File: src/rtl/alu_seq.sv
// alu_seq: registered ALU (logic, shift/rotate, arithmetic, compare) with persistent status flags and valid/ready handshakes.
// Define ALU_SEQ_BARREL_EN for single-cycle shifts; otherwise shifts move one bit position per cycle.
module alu_seq #(
  parameter int WORD_WIDTH = 20,
  parameter int SHAMT_WIDTH = 5
) (
  input  logic                   clk,
  input  logic                   rst,
  input  logic                   in_valid,
  output logic                   in_ready,
  input  logic [3:0]             op,
  input  logic                   mode,
  input  logic [WORD_WIDTH-1:0]  a,
  input  logic [WORD_WIDTH-1:0]  b,
  input  logic [SHAMT_WIDTH-1:0] shamt,
  output logic                   out_valid,
  input  logic                   out_ready,
  output logic [WORD_WIDTH-1:0]  result,
  output logic                   zero,
  output logic                   sign,
  output logic                   carry,
  output logic                   overflow
);
  localparam int H = WORD_WIDTH / 2;
  localparam logic [WORD_WIDTH-1:0] HMASK = {{(WORD_WIDTH-H){1'b0}}, {H{1'b1}}};
  localparam logic [WORD_WIDTH-1:0] ONE = {{(WORD_WIDTH-1){1'b0}}, 1'b1};
`ifdef ALU_SEQ_BARREL_EN
  localparam bit ITER = 1'b0;
`else
  localparam bit ITER = 1'b1;
`endif
  typedef enum logic [1:0] {IDLE, EXEC, DONE} state_t;
  state_t state, state_n;
  logic [WORD_WIDTH-1:0] mask, am, bm, bo, ar, res_c, work;
  logic [WORD_WIDTH:0] sum, diff, sh, nxt;
  logic [SHAMT_WIDTH-1:0] cnt;
  logic [1:0] op_r;
  logic mode_r, sub, ci, cmp, z_c, s_c, c_c, v_c, go_exec;

  function automatic logic top(input logic [WORD_WIDTH-1:0] x, input logic m);
    return m ? x[WORD_WIDTH-1] : x[H-1];
  endfunction

  // one bit position of SHL/SHR/ROTL/ROTR at the active width; MSB of the return is the bit moved out
  function automatic logic [WORD_WIDTH:0] step(input logic [1:0] o, input logic m, input logic [WORD_WIDTH-1:0] w);
    logic c;
    logic [WORD_WIDTH-1:0] msk, tb, r;
    c = o[0] ? w[0] : top(w, m);
    msk = m ? '1 : HMASK;
    tb = m ? ONE << (WORD_WIDTH-1) : ONE << (H-1);
    r = (o[0] ? w >> 1 : (w << 1) & msk) | ((o[1] & c) ? (o[0] ? tb : ONE) : '0);
    return {c, r};
  endfunction

  always_comb begin
    mask = mode ? '1 : HMASK;
    am = a & mask;
    bm = b & mask;
    bo = (op == 4'd8 || op == 4'd9) ? ONE : bm;
    ci = (op == 4'd11 || op == 4'd13) & carry;
    sub = op == 4'd9 || op == 4'd12 || op == 4'd13;
    cmp = op[3:1] == 3'd7;
    sum = {1'b0, am} + {1'b0, bo} + {{WORD_WIDTH{1'b0}}, ci};
    diff = {1'b0, am} - {1'b0, bo} - {{WORD_WIDTH{1'b0}}, ci};
    ar = (sub ? diff[WORD_WIDTH-1:0] : sum[WORD_WIDTH-1:0]) & mask;
    sh = {carry, am};
`ifdef ALU_SEQ_BARREL_EN
    for (int i = 0; i < 2**SHAMT_WIDTH - 1; i++)
      sh = (i < int'(shamt)) ? step(op[1:0], mode, sh[WORD_WIDTH-1:0]) : sh;
`endif
    res_c = op[3:2] == 2'd0 ? (op[1] ? (op[0] ? am ^ bm : am | bm) : (op[0] ? am & bm : ~am & mask))
          : op[3:2] == 2'd1 ? sh[WORD_WIDTH-1:0]
          : cmp ? {{(WORD_WIDTH-1){1'b0}}, op[0] ? am < bm : am == bm} : ar;
    z_c = cmp ? am == bm : res_c == '0;
    s_c = cmp ? am < bm : top(res_c, mode);
    c_c = op[3:2] == 2'd0 ? 1'b0 : op[3:2] == 2'd1 ? sh[WORD_WIDTH] : cmp ? carry
        : sub ? diff[WORD_WIDTH] : (mode ? sum[WORD_WIDTH] : sum[H]);
    v_c = op[3] & ~cmp & (sub ? top(am, mode) != top(bo, mode) : top(am, mode) == top(bo, mode))
        & (top(ar, mode) != top(am, mode));
    go_exec = ITER && op[3:2] == 2'd1 && shamt != '0;
    nxt = step(op_r, mode_r, work);
    state_n = state == IDLE ? (in_valid ? (go_exec ? EXEC : DONE) : IDLE)
            : state == EXEC ? (cnt == SHAMT_WIDTH'(1) ? DONE : EXEC)
            : (out_ready ? IDLE : DONE);
  end

  assign in_ready = state == IDLE;
  assign out_valid = state == DONE;

  always_ff @(posedge clk or posedge rst) begin
    if (rst) begin
      state <= IDLE;
      result <= '0;
      {zero, sign, carry, overflow} <= '0;
      work <= '0;
      cnt <= '0;
      op_r <= '0;
      mode_r <= 1'b0;
    end else begin
      state <= state_n;
      if (state == IDLE && in_valid && go_exec) begin
        work <= am;
        cnt <= shamt;
        op_r <= op[1:0];
        mode_r <= mode;
      end else if (state == IDLE && in_valid) begin
        result <= res_c;
        {zero, sign, carry, overflow} <= {z_c, s_c, c_c, v_c};
      end else if (state == EXEC) begin
        work <= nxt[WORD_WIDTH-1:0];
        cnt <= cnt - 1'b1;
        if (cnt == SHAMT_WIDTH'(1)) begin
          result <= nxt[WORD_WIDTH-1:0];
          {zero, sign, carry, overflow} <= {nxt[WORD_WIDTH-1:0] == '0, top(nxt[WORD_WIDTH-1:0], mode_r), nxt[WORD_WIDTH], 1'b0};
        end
      end
    end
  end
endmodule

File: config.mk
export PLATFORM = sky130hd
export DESIGN_NAME = alu_seq
export DESIGN_NICKNAME = d
export VERILOG_FILES = /design/src/rtl/alu_seq.sv
export SDC_FILE = /design/constraint.sdc
export NUM_CORES = 1
export LEC_CHECK = 0
export CAP_MARGIN = 20
export CORE_UTILIZATION = 55
export DETAILED_ROUTE_END_ITERATION = 8
export PLACE_DENSITY = 0.81
export SLEW_MARGIN = 25
export SYNTH_ARGS = -nofsm -noshare
export SYNTH_HDL_FRONTEND = slang
export SYNTH_SLANG_ARGS = --single-unit
File: constraint.sdc
create_clock -name clk -period 4.9 [get_ports clk]
set_clock_uncertainty 0.15 [all_clocks]
set_input_delay 0.49 -clock clk [delete_from_list [all_inputs] [get_ports clk]]
set_output_delay 0.49 -clock clk [all_outputs]
set_load 0.005 [all_outputs]
== After elaboration in Yosys (flattened, before gate mapping) ==
Cells that the tools add are included.

* Bits of input ports: 54
* Bits in read-only memories: 0
* Output and inout port bits: 26
* Bits in registers: 54
* Memory bits (writable): 0
* Memories kept: 0
* Bits in latches: 0
* Word-level logic and storage cells: 125

* Shift operators: 0
* Bitwise operators: 17
* Muxes and demuxes: 57
* Reduce and logical (&&, ||, !) cells: 18
* Multipliers: 0
* Add/subtract/negate cells: 5
* Order comparisons: 1
* Equality and inequality tests: 17
* Div/mod/pow operators: 0

{| class="wikitable"
|+ Operator list
! kind !! count
|-
| $mux W20 || 20
|-
| $and A20 B20 Y20 || 6
|-
| $logic_not A20 Y1 || 2
|-
| $or A20 B20 Y20 || 2
|-
| $mux W1 || 28
|-
| $add A20 B20 Y21 || 1
|-
| $add A21 B1 Y21 || 1
|-
| $sub A20 B20 Y21 || 1
|-
| $sub A21 B1 Y21 || 1
|-
| $eq A20 B20 Y1 || 1
|-
| $eq A4 B4 Y1 const B || 5
|-
| $lt A20 B20 Y1 || 1
|-
| $not A20 Y20 || 1
|-
| $xor A20 B20 Y20 || 1
|-
| $mux W5 || 3
|-
| $mux W2 || 6
|-
| $ne A3 B3 Y1 const B || 2
|-
| $reduce_bool A2 Y1 || 3
|-
| $and A1 B1 Y1 || 5
|-
| $eq A5 B1 Y1 const B || 1
|-
| $reduce_and A5 Y1 || 1
|-
| $reduce_bool A5 Y1 || 1
|-
| $sub A5 B1 Y5 const B || 1
|-
| $eq A2 B1 Y1 const B || 2
|-
| 11 further kinds || 19
|}

== Longest topological paths before layout ==
Gate-level depths: netlist of the first run.

* Depth in word-level cells: 13
* Gate-level depth with buffers: 21
* Depth with buffers taken out: 17

== Least setup slack after synthesis of the first run ==
Ideal clock, no wire load.

* Path kind: input-to-reg
* From: input port op[1]
* To: register zero
* Data required time: 4655 ps
* Buffers on the path: 4
* Stages on the path: 21
* Arrival time: 4498 ps
* Slack: 156 ps
* Library setup time: 95 ps
* Cell sequence: buf_2 > buf_2 > clkbuf_1 > buf_2 > xor2_1 > nand4_1 > inv_1 > fa_1 > inv_1 > ha_1 > nor2_1 > fa_1 > and3b_1 > o211ai_1 > and3_1 > o21ai_0 > a31o_1 > o22a_1 > nor4_1 > nand4_1 > o31ai_1

* Cells in the longest elaborated chain, start to end: 13
* Elaborated cells on any way between the ends: 25
* Classes of those cells: add/sub: 4; eq/ne: 6; mux: 8; bitwise: 2; reduce/logical: 5

{| class="wikitable"
|+ Ends and longest elaborated chain
! element !! line !! RTL
|-
| from (decl) || 11 || <nowiki>input logic [3:0] op,</nowiki>
|-
| $eq A4 B4 Y1, on equally long branches || 59, 61 ||
|-
| $logic_or A1 B1 Y1 || 59 || <nowiki>bo = (op == 4'd8 || op == 4'd9) ? ONE : bm;</nowiki>
|-
| $mux W20 || 59 ||
|-
| $add A20 B20 Y21 or $sub A20 B20 Y21 (tied branches) || 63, 64 ||
|-
| $add A21 B1 Y21 or $sub A21 B1 Y21 (tied branches) || 63, 64 ||
|-
| $mux W20 || 65 || <nowiki>ar = (sub ? diff[WORD_WIDTH-1:0] : sum[WORD_WIDTH-1:0]) & mask;</nowiki>
|-
| $and A20 B20 Y20 || 65 ||
|-
| $mux W20 || 73 || <nowiki>: cmp ? {{(WORD_WIDTH-1){1'b0}}, op[0] ? am < bm : am == bm} : ar;</nowiki>
|-
| $mux W20 || 72 || <nowiki>: op[3:2] == 2'd1 ? sh[WORD_WIDTH-1:0]</nowiki>
|-
| $mux W20 || 71 || <nowiki>res_c = op[3:2] == 2'd0 ? (op[1] ? (op[0] ? am ^ bm : am | bm) : (op[0] ? am & bm : ~am & mask))</nowiki>
|-
| $logic_not A20 Y1 || 74 || <nowiki>z_c = cmp ? am == bm : res_c == '0;</nowiki>
|-
| $mux W1 * || 74 ||
|-
| $mux W1 * || 106 || <nowiki>end else if (state == IDLE && in_valid) begin</nowiki>
|-
| to (signal assigned) || 108 || <nowiki>{zero, sign, carry, overflow} <= {z_c, s_c, c_c, v_c};</nowiki>
|-
| to (signal assigned) || 114 || <nowiki>{zero, sign, carry, overflow} <= {nxt[WORD_WIDTH-1:0] == '0, top(nxt[WORD_WIDTH-1:0], mode_r), nxt[WORD_WIDTH] ...</nowiki>
|-
| to (decl) || 19 || <nowiki>output logic zero,</nowiki>
|}

Mark *: on every way between the ends. The rest lies on a longest branch, timed or not.
A chain may end at the register's enable or synchronous reset.

== Final worst setup path of the first run ==
* From: input port op[1]
* To: register result[18]

* Cells in the longest elaborated chain, start to end: 11
* Elaborated cells on any way between the ends: 23
* Classes of those cells: add/sub: 4; eq/ne: 6; mux: 7; bitwise: 2; reduce/logical: 4

{| class="wikitable"
|+ Ends and longest elaborated chain
! element !! line !! RTL
|-
| $eq A4 B4 Y1, on equally long branches || 59, 61 ||
|-
| $logic_or A1 B1 Y1 || 59 ||
|-
| $mux W20 || 59 ||
|-
| $add A20 B20 Y21 or $sub A20 B20 Y21 (tied branches) || 63, 64 ||
|-
| $add A21 B1 Y21 or $sub A21 B1 Y21 (tied branches) || 63, 64 ||
|-
| $mux W20 || 65 ||
|-
| $and A20 B20 Y20 || 65 ||
|-
| $mux W20 || 73 ||
|-
| $mux W20 || 72 ||
|-
| $mux W20 * || 71 ||
|-
| $mux W20 * || 106 ||
|-
| to (signal assigned) || 107 || <nowiki>result <= res_c;</nowiki>
|-
| to (signal assigned) || 113 || <nowiki>result <= nxt[WORD_WIDTH-1:0];</nowiki>
|-
| to (decl) || 18 || <nowiki>output logic [WORD_WIDTH-1:0] result,</nowiki>
|}

Marked as above.

==> reports/summary.md, run 1 <==
For this run, the detailed router's first-pass iteration total came to 5. For hold timing, the worst endpoint is result[13]$_DFFE_PP0P_. 0 antenna diodes ended up in the layout. The number of port buffers was 79. The region available for standard cell placement spans 0.0145 sq mm. The proportion of synthesized chip area in sequential cells was 16.5%; the die extent in y was 124 microns.

The endpoint identified for the worst register-to-register timing path is result[18]$_DFFE_PP0P_. The tools report the post-DP HPWL as 20800 microns. Pin placement for this block handled 80 I/O pins. The first global-routing pass estimated 41600 microns of wire.

Clock-pin slew was measured on the worst setup and hold paths at 70 ps. In the global route stage, overall resource usage came out at 35.2%. The final antenna-violating net count is 0, and the total chip power is 3150 uW.

TritonCTS built the clock tree. After routing the design area is 0.00956 sq mm. The number of cells on the worst hold path is 2, and the area occupied by registers is 0.00135 sq mm. The initial antenna violation count is 0.

STA puts the critical path data required time at 4990 ps. Delay of the slowest critical-path stage: 500 ps. The clock network latency to the later pin of the worst-skew pair is 300 ps, and the wire length per cell is 19.1 microns. The number of synthesized flops with an enable pin was 0; the total count of max-transition violations in the final report was 0.

The start-to-end type of the worst setup path was in2reg. After Yosys synthesis, full adders, half adders and majority gates account for 19.1% of the synthesized area. Origin of the worst min-delay path: result[13]$_DFFE_PP0P_. Yosys mapped the design onto 76 distinct sky130hd cell types.

Of all cell types, the one taking the most synthesized area is sky130_fd_sc_hd__ha_1. The clock passes through at most 2 buffers. The simple-gate share of the synthesized area works out to 21.4%.

STA classifies the critical path endpoint as a flip-flop. The tree is rooted in a sky130_fd_sc_hd__clkbuf_16. In this run the worst path has a maximum fanout of 3. The path depth of the worst reg2reg path came out at 17. The die is 124 microns wide. The run gives 1307 as the post-synthesis net count. The pin slew with the least headroom to its limit was 939 ps; the peak clock frequency supported by timing was 0.218 GHz. At the placement stage, the worst setup path has a slack of 91.3 ps. The run finished with clean final reports. The clock period could shrink to 4590 ps.

In this run the number of cells on the critical path is 18. For the number of sinks on the clock net, the log shows 54. Largest net degree at the start of global routing: 55. The number of global-route vias before repair was 7900. For the register-to-register setup slack, the log shows 710 ps. During synthesis, Yosys emitted a total of 0 warnings. In the synthesized netlist, mux cells make up 5.69% of the area. The worst register-to-register path begins at carry$_DFFE_PP0P_. The commonest cells after synthesis are 132 x sky130_fd_sc_hd__nand2_1, 119 x sky130_fd_sc_hd__ha_1, 116 x sky130_fd_sc_hd__nor2_1.

Summing the areas of all xor and xnor instances in the mapped netlist gives 2.24% of the synthesized area. The final hold violation count is 0, and the total power per unit cell area is 330 mW/mm^2. The critical path contains buffers and inverters numbering 3 combined. The path class of the tightest hold or removal check is reg2reg. The critical path launch point type is an input port. The layout-stage area growth over the synthesis result came out at 16.5%. The commonest register cell after synthesis is sky130_fd_sc_hd__dfrtp_1.

Synthesis inferred 54 register bits. The worst pin sits at a relative slew slack of 37.4%. The critical path goes through clkdlybuf4s50_1, nand2b_1, o21ai_0, fa_1, inv_1, ha_1, nor2_1, fa_1, and3b_1, o211ai_1, buf_4, nand4_1, nand3_1, a2111oi_0, nor3b_1, o31ai_1, o21ai_0, o21a_1. The post-detailed-routing wire length is 26700 microns, and the post-synthesis compound-gate area fraction is 27.1%. The total number of H-tree levels is 2. Setup repair after global routing left no endpoint under its margin. The area of combinational cells with multiple inputs was 0.00621 sq mm. In this run the cell area measured after placement is 0.00939 sq mm.

For the number of instances in the synthesized netlist, the log shows 1130. The dominant combinational cell family by area after synthesis is compound AO/OA/AOI/OAI gates. After synthesis, the cell types taking the most area are sky130_fd_sc_hd__ha_1 18%, sky130_fd_sc_hd__dfrtp_1 16%, sky130_fd_sc_hd__a21oi_1 6.3%, sky130_fd_sc_hd__nand2_1 6.0%, sky130_fd_sc_hd__o21ai_0 5.4%. The slowest stage of the critical path belongs to the cell sky130_fd_sc_hd__fa_1. The post-route fraction of the period consumed by the critical path was 93.8%.

Cell family with the largest share of critical-path delay: simple AND/OR/NAND/NOR gates. The setup-violating endpoint count in the final report is 0, and the initial standard-cell utilization of the core is 56.4%. At the worst endpoint, the arrival time is 4690 ps.

For the number of placed cells counting well taps, the log shows 1387. Routability-driven placement finished with a final weighted congestion of 1.02. The share of synthesized area in the top cell type comes to 18.2%.

The logs give 1006 for the violation count after the first detailed-route iteration and 1387 for the net count reported at finish. For this run, the number of standard cells in the final layout without fillers is 1395. The post-route netlist has 7.43% of its cells at a drive strength greater than 1. In the routed design, unresolved DRC markers number 0.

Summing over every cut layer, the via total after detailed routing is 8812. The tools report the total global routing overflow as 0. The most common cell in the netlist was sky130_fd_sc_hd__nand2_1. The standard-cell row count is 44. Fill cells in the final layout number 1327.

The area of the mapped netlist was 0.00820 sq mm; the peak supply drop was 0.000219 V. The analysis attributes to cell leakage a power of 0.00436 uW. The number of clock buffers added by TritonCTS is 5. In the synthesized netlist the async set-or-reset flop fraction comes to 100%.

The final-layout setup total negative slack came out at 0 ps. The number of maximum-capacitance constraint violations was 0. The run gives 0.0154 sq mm as the total die area.

The average vias per placed instance is 6.32, and the average cell area after synthesis is 7.26 sq um. The number of buffers inserted for hold repair after clock tree synthesis was 0; the final critical-path setup slack was 306 ps.
-- state kept, by name, indices dropped and copies added, names as in the netlist --
register / flops
work: 20
zero: 1
carry: 1
state: 2
cnt: 5
mode_r: 1
overflow: 1
result: 20
op_r: 2
sign: 1
-- layout by cell type, fill, tap and decap left out, drive strengths merged, types with 18 or more instances in the layout --
master,count
inv,111
nor2,116
ha,119
clkdlybuf4s50,78
o211ai,22
nand3,18
buf,52
a21oi,104
mux2i,23
nand2,132
dfrtp,54
o21ai,95
nor3,27
a211oi,22
-- logic make-up (layout without fill, tap and decap cells) --
| kind of cell | count (synthesis) | count (layout) |
|---|---|---|
| DFF | 54 | 54 |
| xor gates and xnor gates | 21 | 21 |
| adders and majority gates | 123 | 123 |
| muxes | 35 | 35 |
| and+or+nand+nor | 381 | 381 |
| AOI/OAI and AO/OA | 347 | 347 |
| buffers and inverters | 169 | 250 |
-- routing by layer --
metal | vias up | track usage [%] | wire (microns)
li1 | 4175 | - | -
met1 | 4106 | 50.1 | 12000
met2 | 450 | 53.9 | 11500
met3 | 81 | 4.08 | 2170
met4 | 0 | 13.8 | 1020
met5 | - | 0 | 0
-- worst max path at each step --
stage,slack [ps],from,endpoint
4_1_cts,390,op[1],zero$_DFFE_PP0P_
5_1_grt,30,op[1],result[18]$_DFFE_PP0P_
3_5_place_dp,90,op[1],zero$_DFFE_PP0P_
2_1_floorplan,160,op[1],zero$_DFFE_PP0P_
3_3_place_gp,180,op[1],zero$_DFFE_PP0P_
6_report,310,op[1],result[18]$_DFFE_PP0P_
-- per-stage QoR --
step,utilization (%),hold WS (ps)
5_1_grt,65.8,376
3_3_place_gp,64.6,306
4_1_cts,65.7,326
2_1_floorplan,-,313
6_report,65.8,328
3_5_place_dp,64.6,308
-- worst reg2reg max path: cells and delay by family, from the launching register on --
kind | cells | cell delay, ps
flip-flops | 1 | 530
buffers and inverters | 3 | 380
AND/OR/NAND/NOR | 6 | 1200
adder cells (fa/ha/maj) | 3 | 1020
AO/OA/AOI/OAI | 5 | 860
-- power breakdown --
part | switching (uW) | internal, uW | total (uW)
registers | 245 | 658 | 904
logic | 1000 | 843 | 1850
clock network | 161 | 239 | 401
total | 1410 | 1740 | 3150
-- final cells by class --
cell class / instances / share of cell area (%)
Clock buffer: 5 / 1.31
Clock inverter: 3 / 0.419
Inverter: 112 / 4.40
Multi-Input combinational cell: 907 / 65.0
Sequential cell: 54 / 14.1
Tap cell: 184 / 2.41
Timing Repair Buffer: 130 / 12.4
-- repair_timing --
action / in CTS / in global routing
setup endpoints to repair: 0 / 1
resized for setup: 0 / 1
setup buffers: 0 / 0
No activity file was read; power rests on OpenSTA's default activity.
==> inputs of run 2 (changes only) <==
GPL_TIMING_DRIVEN = 0   (was unset)
==> run 2 against run 1 <==
Against the previous run: global-route usage increased by 2.6 points; largest cell class unchanged; non-clock buffer count is 6 higher; routed wire length grew 8.0%; sequential share of layout area down 0.16 points; largest power group unchanged; via count is 3.0% higher.
==> reports/summary.md, run 2 (synthesis gave the netlist of run 1 again) <==
Antenna diode instance count: 0 (unchanged). TritonCTS built the clock tree. The number of port buffers was 78 (-1.3%). For the number of sinks on the clock net, the log shows 54 (unchanged). The worst setup path is captured at a flip-flop.

The fraction of the core area covered by cells at the end of the flow is 66.5% (+0.76 points), and the smallest hold slack is 333 ps (+4.85 ps). Peak supply drop: 0.000266 V (+22%). The largest registers in the layout are result x20, work x20, cnt x5.

Setup repair after global routing could not meet its margin everywhere. The final antenna-violating net count came out at 0 (unchanged). The average vias per placed instance works out to 6.48 (+2.6%).

The final RePlAce weighted congestion is 1.03 (about the same), and the clock network latency to the later pin of the worst-skew pair is 300 ps (about the same). The logs give 0.00922 sq mm (-1.8%) for the post-place instance area and 2 (unchanged) for the number of buffers on the longest clock path. For the post-DP HPWL, the log shows 22700 microns (+8.9%). The layout-stage area growth over the synthesis result is 17.9%, and the total global routing overflow is 0 (unchanged). The run gives 0 (unchanged) as the setup-violating endpoint count in the final report. The proportion of layout cells with a drive suffix above 1 works out to 7.97% (+0.54 points).

The logs give 37.8% (+2.6 points) for the global-route usage over all layers and 55 (unchanged) for the largest net degree at the start of global routing. Total number of vias: 9077 (+3.0%). The run finished with clean final reports. The wire length per cell was 20.6 microns (+7.5%); the die extent in y was 124 microns (unchanged). The clock input transition at the sequential cells of the worst setup and hold paths works out to 60 ps (about the same). The tree is rooted in a sky130_fd_sc_hd__clkbuf_16. Minimum clock period: 4820 ps (+229 ps). The pin slew with the least headroom to its limit is 1120 ps (+179 ps), and the leakage power figure is 0.00429 uW (-1.7%). The number of remaining DRC errors came out at 0 (unchanged). For the CTS buffer count, the log shows 5 (unchanged). The initial antenna violation count was 0 (unchanged). The library cell used most frequently in the layout, excluding fill and tap cells, is sky130_fd_sc_hd__nand2_1.

The maximum fanout encountered on the critical timing path was 10 (+7). The post-route fraction of the period consumed by the critical path is 98.4% (+4.7 points). The final hold violation count is 0 (unchanged). The finished layout cell area is 0.00967 sq mm (+1.2%).

The arrival time reported for the critical path endpoint came out at 4850 ps (+160 ps). The first-pass GRT wire length is 44100 microns (+5.9%). Critical path data required time: 4930 ps (-60 ps). The start-to-end type of the worst setup path is in2reg. For the post-detailed-routing wire length, the log shows 28800 microns (+8.0%). The run gives 0 (unchanged) as the total count of max-transition violations in the final report. The tools report the number of maximum-capacitance constraint violations as 0 (unchanged).

The number of global-route vias before repair came out at 8195 (+3.7%). The violation count after the first detailed-route iteration came out at 1391 (+38%). For the total number of H-tree levels, the log shows 2 (unchanged). The top cell types in the final layout, fill and taps aside, are 132 x sky130_fd_sc_hd__nand2_1, 116 x sky130_fd_sc_hd__ha_1, 114 x sky130_fd_sc_hd__nor2_1, 107 x sky130_fd_sc_hd__inv_1, 100 x sky130_fd_sc_hd__a21oi_1.

The worst setup path is launched from an input port. The placeable core region was 0.0145 sq mm (unchanged); the total chip power was 3180 uW (+0.91%). The x dimension of the die was 124 microns (unchanged); the total die area was 0.0154 sq mm (unchanged). The I/O pin total is 80 (unchanged), and the worst slew margin relative to its limit is 24.4% (-13 points). For the standard-cell row count, the log shows 44 (unchanged). The net count reported at finish is 1393 (+0.43%). The total iterations of the first detailed-routing run was 6 (+1); the peak clock frequency supported by timing was 0.207 GHz (-4.7%).

Classification of the worst-slack hold path: reg2reg. The register-to-register setup slack is 810 ps (+100 ps). The total power per unit cell area was 329 mW/mm^2 (-0.24%); the initial standard-cell utilization of the core was 56.4% (unchanged).
==> run 2: what timing repair did <==
| item | in CTS | in global routing |
|---|---|---|
| endpoints found under the hold margin | 0 | 0 |
| setup endpoints to repair | 24 | 15 |
| pin swaps | 3 | 15 |
| gates resized for setup | 40 | 46 |
| buffers inserted | 3 | 6 |
| hold buffers | 0 | 0 |
==> run 2: final timing paths <==
kind,to,cells past startpoint,from
max in group asynchronous,result[15]$_DFFE_PP0P_,2,rst
max reg2reg,zero$_DFFE_PP0P_,17,carry$_DFFE_PP0P_
min reg2reg,result[15]$_DFFE_PP0P_,1,result[15]$_DFFE_PP0P_
min in group asynchronous,state[1]$_DFF_PP0_,2,rst
max,result[17]$_DFFE_PP0P_,18,mode
min,result[15]$_DFFE_PP0P_,1,result[15]$_DFFE_PP0P_
==> run 2: report_power, final <==
group	internal (uW)	switching (uW)	leakage (uW)
sequential	659	194	0.000646
clock	203	156	0.0000739
combinational	841	1130	0.00357
==> run 2: layer usage <==
| metal | vias up | wire, microns | global-route usage (%) |
|---|---|---|---|
| met1 | 4187 | 11600 | 50.0 |
| met3 | 113 | 2940 | 5.49 |
| met4 | 0 | 1250 | 16.1 |
| met5 | - | 0 | 0 |
| li1 | 4184 | - | - |
| met2 | 593 | 13000 | 61.2 |
==> run 2: final cells by class <==
type,instances,area (sq um)
buffer,49,273
clock buffer,7,143
clock inverter,1,5.00
fill,1326,4860
inverter,112,423
multi-input combinational,907,6400
sequential,54,1350
tap,184,230
timing repair buffer,87,846
==> run 2: critical path, cell delays in order <==
cell	delay [ps]
sky130_fd_sc_hd__clkdlybuf4s50_1	560
sky130_fd_sc_hd__clkbuf_4	280
sky130_fd_sc_hd__buf_4	230
sky130_fd_sc_hd__clkbuf_4	250
sky130_fd_sc_hd__nand2_1	180
sky130_fd_sc_hd__nor2_1	180
sky130_fd_sc_hd__ha_1	330
sky130_fd_sc_hd__inv_2	160
sky130_fd_sc_hd__ha_1	320
sky130_fd_sc_hd__inv_1	120
sky130_fd_sc_hd__o21bai_1	90
sky130_fd_sc_hd__a21oi_1	230
sky130_fd_sc_hd__o21ai_1	140
sky130_fd_sc_hd__or4_1	480
sky130_fd_sc_hd__o211ai_1	150
sky130_fd_sc_hd__o22a_2	280
sky130_fd_sc_hd__mux2i_1	90
sky130_fd_sc_hd__mux2_2	270
==> run 2: stage by stage <==
stage | instances | worst slack [ps] | setup TNS (ps)
floorplan | 1130 | 156 | 0
finish | 1401 | 77.3 | 0
global route | 1401 | -68.6 | -214
global placement | 1392 | -1460 | -23910
CTS | 1399 | -72.4 | -72.4
detailed placement | 1392 | -1460 | -24830
==> inputs of run 3 (changes only) <==
CTS_CLUSTER_DIAMETER = 200   (was unset)
==> results of run 3 <==
Same layout as run 2: the final DEF is identical, and so are final timing and power.
==> RTL edit: new RTL, settings of run 1 <==
`SHAMT_WIDTH`: 5 -> 10.
--- a/src/rtl/alu_seq.sv
+++ b/src/rtl/alu_seq.sv
@@ -4,3 +4,3 @@
   parameter int WORD_WIDTH = 20,
-  parameter int SHAMT_WIDTH = 5
+  parameter int SHAMT_WIDTH = 10
 ) (
Ports: changed (resized shamt); port bits go from 80 to 85. The function was not compared with the original's and may differ.
==> RTL edit against run 1 <==
Largest cell class unchanged; synthesized area decreased by 0.23%; critical endpoint is now zero; sequential power decreased by 1%; routed wire length increased by 0.25%; sequential cell count increased by 5; design area increased by 2.0%; power increased by 10%; critical path type unchanged; via count decreased by 1.1%; setup slack got worse by 2.2 ps; non-clock buffer count decreased by 1; critical path depth increased by 1.
==> RTL edit: results (changes against run 1) <==
- Fin nets: 1366 (-1.5%)
- Relative slew slack: 0.3549 (-0.01929)
- Port bufs: 84 (+6.3%)
- Total track usage: 0.3568 (+0.004644)
- Crit path DAT: 4700 ps (about the same)
- Fraction of layout cells with a size suffix above 1: 0.07485 (+0.0005341)
- Worst Hold Launch: result[17]
- Largest net degree at the start of global routing: 60 (+9.1%)
- 1st-iter DRT viols: 879 (-13%)
- Outcome: finished clean
- Commonest cells in the netlist: nand2_1 (126), ha_1 (119), nor2_1 (111)
- Cts bufs inserted: 9 (+4)
- Routed vias: 8711 (-1.1%)
- Routed WL: 26.75 mm (+0.25%)
- CTS H-tree depth: 3 (+1)
- 1st-pass router iterations: 7 (+2)
- Peak VDD IR: 250.4 uV (+14%)
- Fill count: 1283 (-3.3%)
- Place WS: 57.26 ps (-34.00 ps)
- Register area share after synthesis: 0.1804 (+0.01567)
- Gpl congestion: 1.037 (+1.2%)
- Crit path from: op[3]
- CTS clock-pin slew for the worst setup and hold paths: 50 ps (-20 ps)
- Clock Latency Late Sink: 330 ps (+30 ps)
- HPWL after detailed placement: 21.01 mm (+0.95%)
- First-pass GRT wire length: 42.10 mm (+1.1%)
- Net count after synthesis: 1275 (-2.4%)
- P_leak: 4.539 nW (+4.1%)
- Biggest regs: result: 20 flops, work: 20 flops, cnt: 10 flops
- Netlist cell types: 87 (+14%)
-- RTL edit: cell count changes in the layout (fill, tap and decap cells not counted), sizes merged, moves of 8 or more --
cell / before / now
o221ai: 3 / 16
a21oi: 104 / 73
o21ai: 95 / 84
a221o: 3 / 13
nor3: 27 / 19
-- RTL edit: worst max-delay path: stages --
cell and delay, ps:
clkdlybuf4s50_1 580, inv_1 100, nor3_2 240, buf_4 240, nor2_1 80, ha_1 340
inv_1 90, ha_1 410, o211a_1 180, a221oi_2 330, buf_4 190, mux2i_1 70
a31oi_1 160, o41ai_1 140, nor4_1 270, nand4_1 190, nor4_1 350, nand4_1 140
o21ai_1 90
-- RTL edit: worst paths after layout --
| check | to | slack (ps) | cells past startpoint |
|---|---|---|---|
| max in group asynchronous | overflow | 3540 | 3 |
| worst min-delay path | result[17] | 340 | 1 |
| worst min register to register | result[17] | 340 | 1 |
| worst max register to register | zero | 820 | 18 |
| min in group asynchronous | work[4] | 550 | 3 |
| worst max-delay path | zero | 300 | 19 |
-- RTL edit: metrics by stage --
stage	instances	instance area [um^2]	hold WS (ps)
after floorplan	1093	8184	322.2
after global placement	1357	9398	322.5
after detailed placement	1357	9398	340.4
after CTS	1373	9756	351.1
after global routing	1373	9756	371.9
final	1373	9756	342.7
-- RTL edit: final cells by class --
class	count	area share
multi-input cells	880	0.6277
flip-flops and latches	59	0.1513
repair buffers	129	0.1203
inverters	105	0.04040
clock buffers	11	0.02386
well taps	184	0.02360
clock inverters	5	0.01283
-- RTL edit: cell families after synthesis --
| kind of cell | count (synthesis) | synth area share |
|---|---|---|
| AO/OA/AOI/OAI | 333 | 0.2752 |
| buffers and inverters | 154 | 0.07246 |
| AND/OR/NAND/NOR | 366 | 0.2087 |
| XOR/XNOR | 23 | 0.02461 |
| multiplexers | 35 | 0.04693 |
| flip-flops | 59 | 0.1804 |
| adder cells (fa/ha/maj) | 123 | 0.1917 |
-- RTL edit: power breakdown --
part           switching (mW)  internal, mW
Combinational            1.01         0.819
Sequential              0.184         0.711
Clock                   0.215         0.547
-- RTL edit: per-layer routing --
| metal | up-vias | routed length, um | GRT usage |
|---|---|---|---|
| met2 | 414 | 11940 | 0.5608 |
| met1 | 4092 | 11660 | 0.4830 |
| met3 | 73 | 2023 | 0.05266 |
| met4 | 0 | 1127 | 0.1600 |
| li1 | 4132 | - | - |
| met5 | - | 0 | 0 |
